==> src/rtl/control_unit.sv <==
// control_unit
//   Main decoder for the single-issue 32-bit CPU datapath. Maps the 6-bit
//   instruction opcode (instr[31:26]) to datapath control strobes and a
//   6-bit ALU operation code. All outputs are registered, so there is one
//   cycle of latency from opcode to controls and no combinational path from
//   opcode to any output.
//
//   A HALT opcode sets a sticky halted flag. While the flag is set, the
//   outputs are forced to the HALT pattern (all zero, PC frozen) whatever the
//   opcode is. Only reset clears the flag.
//
// Ports
//   clk         in   1  rising-edge clock
//   rst_n       in   1  synchronous active-low reset (all outputs to 0)
//   opcode      in   6  instr[31:26]
//   pc_src      out  2  00 PC+4, 01 BEQ target, 10 jump target, 11 BNE target
//   reg_src     out  1  writeback source: 0 ALU result, 1 memory data
//   reg_dst     out  1  destination register: 0 rt, 1 rd
//   alu_src1    out  1  ALU A operand: 0 rs, 1 zero-extended shamt
//   alu_src2    out  1  ALU B operand: 0 rt, 1 extended immediate
//   reg_write   out  1  register file write enable
//   mem_word    out  1  memory access size: 1 word, 0 byte
//   mem_write   out  1  data memory write strobe
//   mem_read    out  1  data memory read strobe
//   pc_enable   out  1  PC update enable
//   alu_opcode  out  6  ALU operation code
module control_unit (
  input  logic       clk,
  input  logic       rst_n,
  input  logic [5:0] opcode,
  output logic [1:0] pc_src,
  output logic       reg_src,
  output logic       reg_dst,
  output logic       alu_src1,
  output logic       alu_src2,
  output logic       reg_write,
  output logic       mem_word,
  output logic       mem_write,
  output logic       mem_read,
  output logic       pc_enable,
  output logic [5:0] alu_opcode
);

  // Instruction opcodes
  localparam logic [5:0] OP_RTYPE = 6'b000000;
  localparam logic [5:0] OP_ADDI  = 6'b000001;
  localparam logic [5:0] OP_J     = 6'b000010;
  localparam logic [5:0] OP_BEQ   = 6'b000100;
  localparam logic [5:0] OP_BNE   = 6'b000101;
  localparam logic [5:0] OP_SLTI  = 6'b001010;
  localparam logic [5:0] OP_ANDI  = 6'b001100;
  localparam logic [5:0] OP_ORI   = 6'b001101;
  localparam logic [5:0] OP_XORI  = 6'b001110;
  localparam logic [5:0] OP_LUI   = 6'b001111;
  localparam logic [5:0] OP_SLLI  = 6'b011001;
  localparam logic [5:0] OP_SRLI  = 6'b011100;
  localparam logic [5:0] OP_LB    = 6'b100000;
  localparam logic [5:0] OP_LW    = 6'b100011;
  localparam logic [5:0] OP_SB    = 6'b101000;
  localparam logic [5:0] OP_SW    = 6'b101011;
  localparam logic [5:0] OP_HALT  = 6'b111111;

  // ALU operation codes
  localparam logic [5:0] ALU_ADD   = 6'b000000;
  localparam logic [5:0] ALU_SUB   = 6'b000001;
  localparam logic [5:0] ALU_AND   = 6'b000010;
  localparam logic [5:0] ALU_OR    = 6'b000011;
  localparam logic [5:0] ALU_XOR   = 6'b000100;
  localparam logic [5:0] ALU_SLT   = 6'b000101;
  localparam logic [5:0] ALU_SLL   = 6'b000110;
  localparam logic [5:0] ALU_SRL   = 6'b000111;
  localparam logic [5:0] ALU_PASSB = 6'b001000;
  localparam logic [5:0] ALU_FUNCT = 6'b111111;

  localparam logic [1:0] PC_NEXT = 2'b00;
  localparam logic [1:0] PC_BEQ  = 2'b01;
  localparam logic [1:0] PC_JUMP = 2'b10;
  localparam logic [1:0] PC_BNE  = 2'b11;

  typedef struct packed {
    logic [1:0] pc_src;
    logic       reg_src;
    logic       reg_dst;
    logic       alu_src1;
    logic       alu_src2;
    logic       reg_write;
    logic       mem_word;
    logic       mem_write;
    logic       mem_read;
    logic       pc_enable;
    logic [5:0] alu_opcode;
  } ctrl_t;

  typedef enum logic {
    ST_RUN,
    ST_HALTED
  } state_e;

  state_e state, next_state;
  ctrl_t  ctrl_q, ctrl_d;

  // Next-state and decode. The all-zero struct doubles as the HALT pattern.
  always_comb begin
    // NOTE: every signal gets a default before the case so no latch is inferred.
    next_state        = state;
    ctrl_d            = '0;
    ctrl_d.pc_enable  = 1'b1;
    ctrl_d.pc_src     = PC_NEXT;
    ctrl_d.alu_opcode = ALU_ADD;

    case (opcode)
      OP_RTYPE: begin
        ctrl_d.reg_dst    = 1'b1;
        ctrl_d.reg_write  = 1'b1;
        ctrl_d.alu_opcode = ALU_FUNCT;
      end
      OP_ADDI, OP_SLTI, OP_ANDI, OP_ORI, OP_XORI, OP_LUI: begin
        ctrl_d.alu_src2  = 1'b1;
        ctrl_d.reg_write = 1'b1;
        case (opcode)
          OP_SLTI: ctrl_d.alu_opcode = ALU_SLT;
          OP_ANDI: ctrl_d.alu_opcode = ALU_AND;
          OP_ORI:  ctrl_d.alu_opcode = ALU_OR;
          OP_XORI: ctrl_d.alu_opcode = ALU_XOR;
          OP_LUI:  ctrl_d.alu_opcode = ALU_PASSB;
          default: ctrl_d.alu_opcode = ALU_ADD;
        endcase
      end
      OP_J:   ctrl_d.pc_src = PC_JUMP;
      OP_BEQ: begin
        ctrl_d.pc_src     = PC_BEQ;
        ctrl_d.alu_opcode = ALU_SUB;
      end
      OP_BNE: begin
        ctrl_d.pc_src     = PC_BNE;
        ctrl_d.alu_opcode = ALU_SUB;
      end
      OP_SLLI, OP_SRLI: begin
        // Shift-immediate: the shift amount is fed to ALU A from shamt.
        ctrl_d.alu_src1   = 1'b1;
        ctrl_d.reg_write  = 1'b1;
        ctrl_d.alu_opcode = (opcode == OP_SLLI) ? ALU_SLL : ALU_SRL;
      end
      OP_LB, OP_LW: begin
        ctrl_d.alu_src2  = 1'b1;
        ctrl_d.mem_read  = 1'b1;
        ctrl_d.reg_src   = 1'b1;
        ctrl_d.reg_write = 1'b1;
        ctrl_d.mem_word  = (opcode == OP_LW);
      end
      OP_SB, OP_SW: begin
        ctrl_d.alu_src2  = 1'b1;
        ctrl_d.mem_write = 1'b1;
        ctrl_d.mem_word  = (opcode == OP_SW);
      end
      default: ; // undefined opcodes fall through as NOP (defaults above)
    endcase

    // The HALT instruction itself and every cycle after it emit the HALT pattern.
    if (state == ST_HALTED || opcode == OP_HALT) begin
      ctrl_d     = '0;
      next_state = ST_HALTED;
    end
  end

  always_ff @(posedge clk) begin
    // NOTE: sequential state uses non-blocking assignments so all registers
    // update together from values sampled at the same edge.
    if (!rst_n) begin
      state  <= ST_RUN;
      ctrl_q <= '0;
    end else begin
      state  <= next_state;
      ctrl_q <= ctrl_d;
    end
  end

  assign pc_src     = ctrl_q.pc_src;
  assign reg_src    = ctrl_q.reg_src;
  assign reg_dst    = ctrl_q.reg_dst;
  assign alu_src1   = ctrl_q.alu_src1;
  assign alu_src2   = ctrl_q.alu_src2;
  assign reg_write  = ctrl_q.reg_write;
  assign mem_word   = ctrl_q.mem_word;
  assign mem_write  = ctrl_q.mem_write;
  assign mem_read   = ctrl_q.mem_read;
  assign pc_enable  = ctrl_q.pc_enable;
  assign alu_opcode = ctrl_q.alu_opcode;

endmodule

==> config.mk <==
export PLATFORM = sky130hd
export DESIGN_NAME = control_unit
export DESIGN_NICKNAME = d
export VERILOG_FILES = /design/src/rtl/control_unit.sv
export SDC_FILE = /design/constraint.sdc
export NUM_CORES = 1
export LEC_CHECK = 0
export ABC_AREA = 1
export CORE_MARGIN = 8
export CORE_UTILIZATION = 45
export CTS_BUF_LIST = sky130_fd_sc_hd__clkbuf_4
export DETAILED_ROUTE_END_ITERATION = 12
export HOLD_SLACK_MARGIN = 0.02
export PLACE_DENSITY = 0.8
export SETUP_SLACK_MARGIN = 0.15
export SLEW_MARGIN = 20
export SYNTH_ARGS = -nofsm -noshare
export SYNTH_HDL_FRONTEND = slang
export SYNTH_SLANG_ARGS = --single-unit
==> constraint.sdc <==
create_clock -name clk -period 1.06 [get_ports clk]
set_input_delay 0.265 -clock clk [delete_from_list [all_inputs] [get_ports clk]]
set_output_delay 0.265 -clock clk [all_outputs]
set_load 0.03 [all_outputs]
* After elaboration in Yosys (flattened, before gate mapping) *
Cells that the tools add are included.
W data, S select, Z words.

cells by class
  equal/unequal tests = 16
  mux-type cells = 12
  bitwise operators = 1
  reduce and logical (&&, ||, !) cells = 10

operators with widths
  operator              number
  $eq A6 B4 Y1 const B  5
  $eq A6 B6 Y1 const B  5
  $pmux W6 S4           1
  $pmux W4 S5           1
  $eq A6 B3 Y1 const B  2
  $eq A6 B5 Y1 const B  2
  $reduce_or A11 Y1     1
  $reduce_or A10 Y1     1
  $reduce_or A2 Y1      5
  $mux W1               7
  $mux W7               1
  $eq A6 B1 Y1 const B  1
  $eq A6 B2 Y1 const B  1
  $logic_not A6 Y1      1
  $pmux W2 S3           1
  $reduce_or A6 Y1      1
  $pmux W1 S2           1
  $logic_or A1 B1 Y1    1
  $not A1 Y1            1

storage, ports and cells
  bits in registers = 17
  bits of input ports = 8
  output and inout port bits = 17
  logic and storage cells = 50

* Longest topological paths before layout *
  depth after elaboration = 4
  depth in mapped cells = 8
  depth with buffers taken out = 8

* Least setup slack after synthesis *
OpenSTA, ideal clock, no wires.

  kind = input -> register
  start = input port opcode[2]
  end = register ctrl_q, in the netlist alu_opcode[3]
  data arrival time = 0.909 ns
  path slack = 0.087 ns
  cell stages on the path = 7
  buffers on the path = 0
  cells stage by stage = nor2_1 -> nand3_2 -> nand2_1 -> nor2_1 -> nand2_1 -> nand2_1 -> nor2_1

between the ends
  longest elaborated chain between the ends = 3

RTL lines
  element                                                 line      text
  from (decl)                                             30        input logic [5:0] opcode,
  $eq A6 B4 Y1, or another cell as far along              111, 120
  $pmux W4 S5, or another cell as far along               120       case (opcode)
  $pmux W6 S4 / $reduce_or A2 Y1 (equally long branches)  -
  to (signal assigned)                                    174       ctrl_q <= ctrl_d;
  to (decl)                                               100       ctrl_t ctrl_q, ctrl_d;

Several ways; a longest one is shown, not always the timed one.
A chain may end at the register's enable or synchronous reset.

* Worst setup path in the final report *
  start = input port opcode[5]
  end = register ctrl_q, in the netlist alu_opcode[3]

Same word-level chain as after synthesis.

==> results.yml <==
outcome:
  outcome: "finished clean"
worst_setup_path:
  r2r_start: "state"
  r2r_end: "mem_write"
  reg2reg_depth: 5
  startpoint: "opcode[5]"
  r2r_setup_slack_ns: 0.007
  cp_max_fo: 7
  end_kind: "flip-flop"
  path_class: "in2reg"
  crit_arrival_ns: 1.28
  critPathLaunchType: "primary input"
  cp.required_ns: 1.29
detailed_routing:
  remaining_drc_errors: 0
  routedWlPerCell_um: 20.58
  routed_wl_mm: 3.273
  vias: 945
  avgViaCountPerCell: 5.943
  drt_pass1_iterations: 4
  ant_nets: 0
  drt_iter0_drc: 36
clocking:
  htree_levels: 1
  cts.clk_slew.worst_paths_ns: 0.10
  postCtsHoldBufs: 0
  numCtsBuffers: 3
  clock-sinks: 16
  cts_tree: "done"
  cts-root-buf: "clkbuf_4"
  cts_buffer_depth: 2
  clock_latency_ns: 0.29
synth:
  synth_area_leaders: "dfxtp_1 46%, nor2_1 9.7%, nand2_1 9.2%"
  synth_xor_area_frac: 0
  netlist_area_um2: 695.7
  synth.avg_cell_area_um2: 7.172
  yosysTopAreaCellShare: 0.4604
  synthSimpleGateAreaFrac: 0.3579
  synth.distinct_cells: 17
  ys_warn_count: 0
  synth_cells: 97
  synth_top_cell_by_area: "dfxtp_1"
  synth_compound_area_frac: 0.06835
  synth-adder-area-share: 0
  synth.net_count: 105
  synth-seq-cells: 16
  synth_top_family_by_area: "simple AND/OR/NAND/NOR gates"
  synth_mux_area_frac: 0
  synth.yosys.seq_area_share: 0.4604
floorplanning:
  die_x_um: 55.32
  dieHeight_um: 55.32
  die-area_um2: 3060
  io_pins: 25
  start_util: 0.4728
  core_area_um2: 1471
  row_count: 14
timing:
  hold_viol: 0
  skew_ns: 0.004710
  worst_slew_pin_slew_ns: 0.2514
  min_period_ns: 1.053
  rsz0062_at_grt: "true"
  relSlewSlack: 0.8315
  fmax_ghz: 0.9497
  fin_tns_setup_ns: 0
  timing.final.crit_share: 0.9934
  finalSetupViolations: 0
  maxSlewViolCount: 0
power_and_ir_drop:
  pwr_density_cell_nw_per_um2: 934.0
  p_leak_uw: 0.0006438
  irDropWorstVdd_mv: 0.6856
min_path:
  min_from: "opcode[2]"
  hp-class: "in2reg"
  hold_end: "mem_word"
  holdPathStages: 2
global_route:
  grt_max_degree: 10
  grt_pass1_wl_mm: 4.629
  grt_pass1_vias: 924
  grt.total_usage: 0.1856
  grt_overflow: 0
  antenna_found_initial: 0
final_layout:
  fillerInstances: 48
  area_delta_synth_final_pct: 98.74
  drive_above_1_share: 0.7483
  antenna_cells: 0
  nets: 152
  design_area_um2: 1383
place:
  portBuffers: 24
  placed_area_um2: 1045
  gpl.final_weighted_congestion: 0.8564
  hpwl_mm: 1.477
job:
  cap_violations: 0
layout make-up:
type	count	area, µm²	area share
Tap cell	16	20.02	0.01448
Sequential cell	16	340.3	0.2462
Timing Repair Buffer	44	415.4	0.3005
Inverter	14	67.56	0.04887
Clock buffer	3	22.52	0.01629
Clock inverter	1	3.754	0.002715
Multi-Input combinational cell	64	505.5	0.3656
Timing Repair inverter	1	7.507	0.005430
cells in the final DEF, fill, tap and decap left out, types with 2 or more instances in the layout:
cell type and n:
nand3_1 6, nand2_2 6, nand2_1 8, inv_1 8
nor2_4 8, nand3_2 4, nand2_8 2, buf_6 23
nand2_4 2, nor2_1 9, nor2_2 4, clkbuf_4 3
buf_4 19, a21oi_2 5, nand3_4 3, dfxtp_2 16
inv_2 4
worst max-delay path by stage:
| stage | end |
|---|---|
| floorplan | alu_src1 |
| global placement | alu_opcode[2] |
| detailed placement | alu_opcode[1] |
| CTS | reg_src |
| global route | alu_opcode[0] |
| finish | alu_opcode[3] |
state kept, by name, indices dropped and copies added (netlist names):
name	flops
alu_opcode	5
pc_src	2
alu_src1	1
alu_src2	1
mem_read	1
mem_word	1
mem_write	1
pc_enable	1
reg_dst	1
reg_write	1
state	1
kinds of logic (layout without fill, tap and decap cells):
| group | Yosys count | count (layout) |
|---|---|---|
| buf+inv | 17 | 63 |
| flops | 16 | 16 |
| simple gates | 55 | 55 |
| compound gates | 9 | 9 |
where the power goes:
group          switching [µW]  leakage [µW]  internal (µW)
clock                     201     0.0000154            137
combinational             199      0.000491            132
sequential               6.57      0.000137            616
synth_stat cells:
master	n
a21oi_1	6
and3_2	1
buf_4	2
buf_6	1
dfxtp_1	16
inv_1	13
inv_2	1
nand2_1	17
nand2_2	1
nand3_1	12
nand3_2	1
nor2_1	18
nor2_2	2
nor2_4	1
nor3_1	2
o211ai_1	1
o21ai_0	2
what timing repair did:
item / in CTS / in global routing
setup buffers: 3 / 4
setup endpoints to repair: 33 / 31
resized for setup: 98 / 20
cloned: 1 / 0
pin swaps: 14 / 11
routing by layer:
layer | global-route usage | wire [µm] | share of wire | vias to the layer above
met5 | 0 | 0 | 0 | -
met4 | 0.1162 | 274 | 0.084 | 0
met3 | 0.06621 | 219 | 0.067 | 32
met2 | 0.3301 | 1669 | 0.51 | 64
met1 | 0.1752 | 1108 | 0.34 | 454
li1 | - | - | - | 395
per-stage QoR:
step / setup slack (ns) / std cells / utilization / hold WS (ns) / power [µW]
global placement: -0.6709 / 147 / 0.7100 / 0.4618 / 841.7
CTS: 0.02208 / 155 / 0.8716 / 0.2257 / 1219
finish: 0.007030 / 159 / 0.9396 / 0.2323 / 1291
global route: -0.08098 / 159 / 0.9396 / 0.2361 / 1321
floorplan: 0.1114 / 97 / - / 0.3420 / 744.4
detailed placement: -0.7029 / 147 / 0.7100 / 0.4720 / 846.8
critical path, cell delays in order:
cell and delay (ns):
buf_4 0.14, nor2_4 0.24, buf_6 0.14, nand3_4 0.09, nand2_2 0.09, nor2_1 0.06
nand2_1 0.08, nand2_1 0.06, nor2_1 0.11
Note: power is estimated with default switching activity, not from simulation.
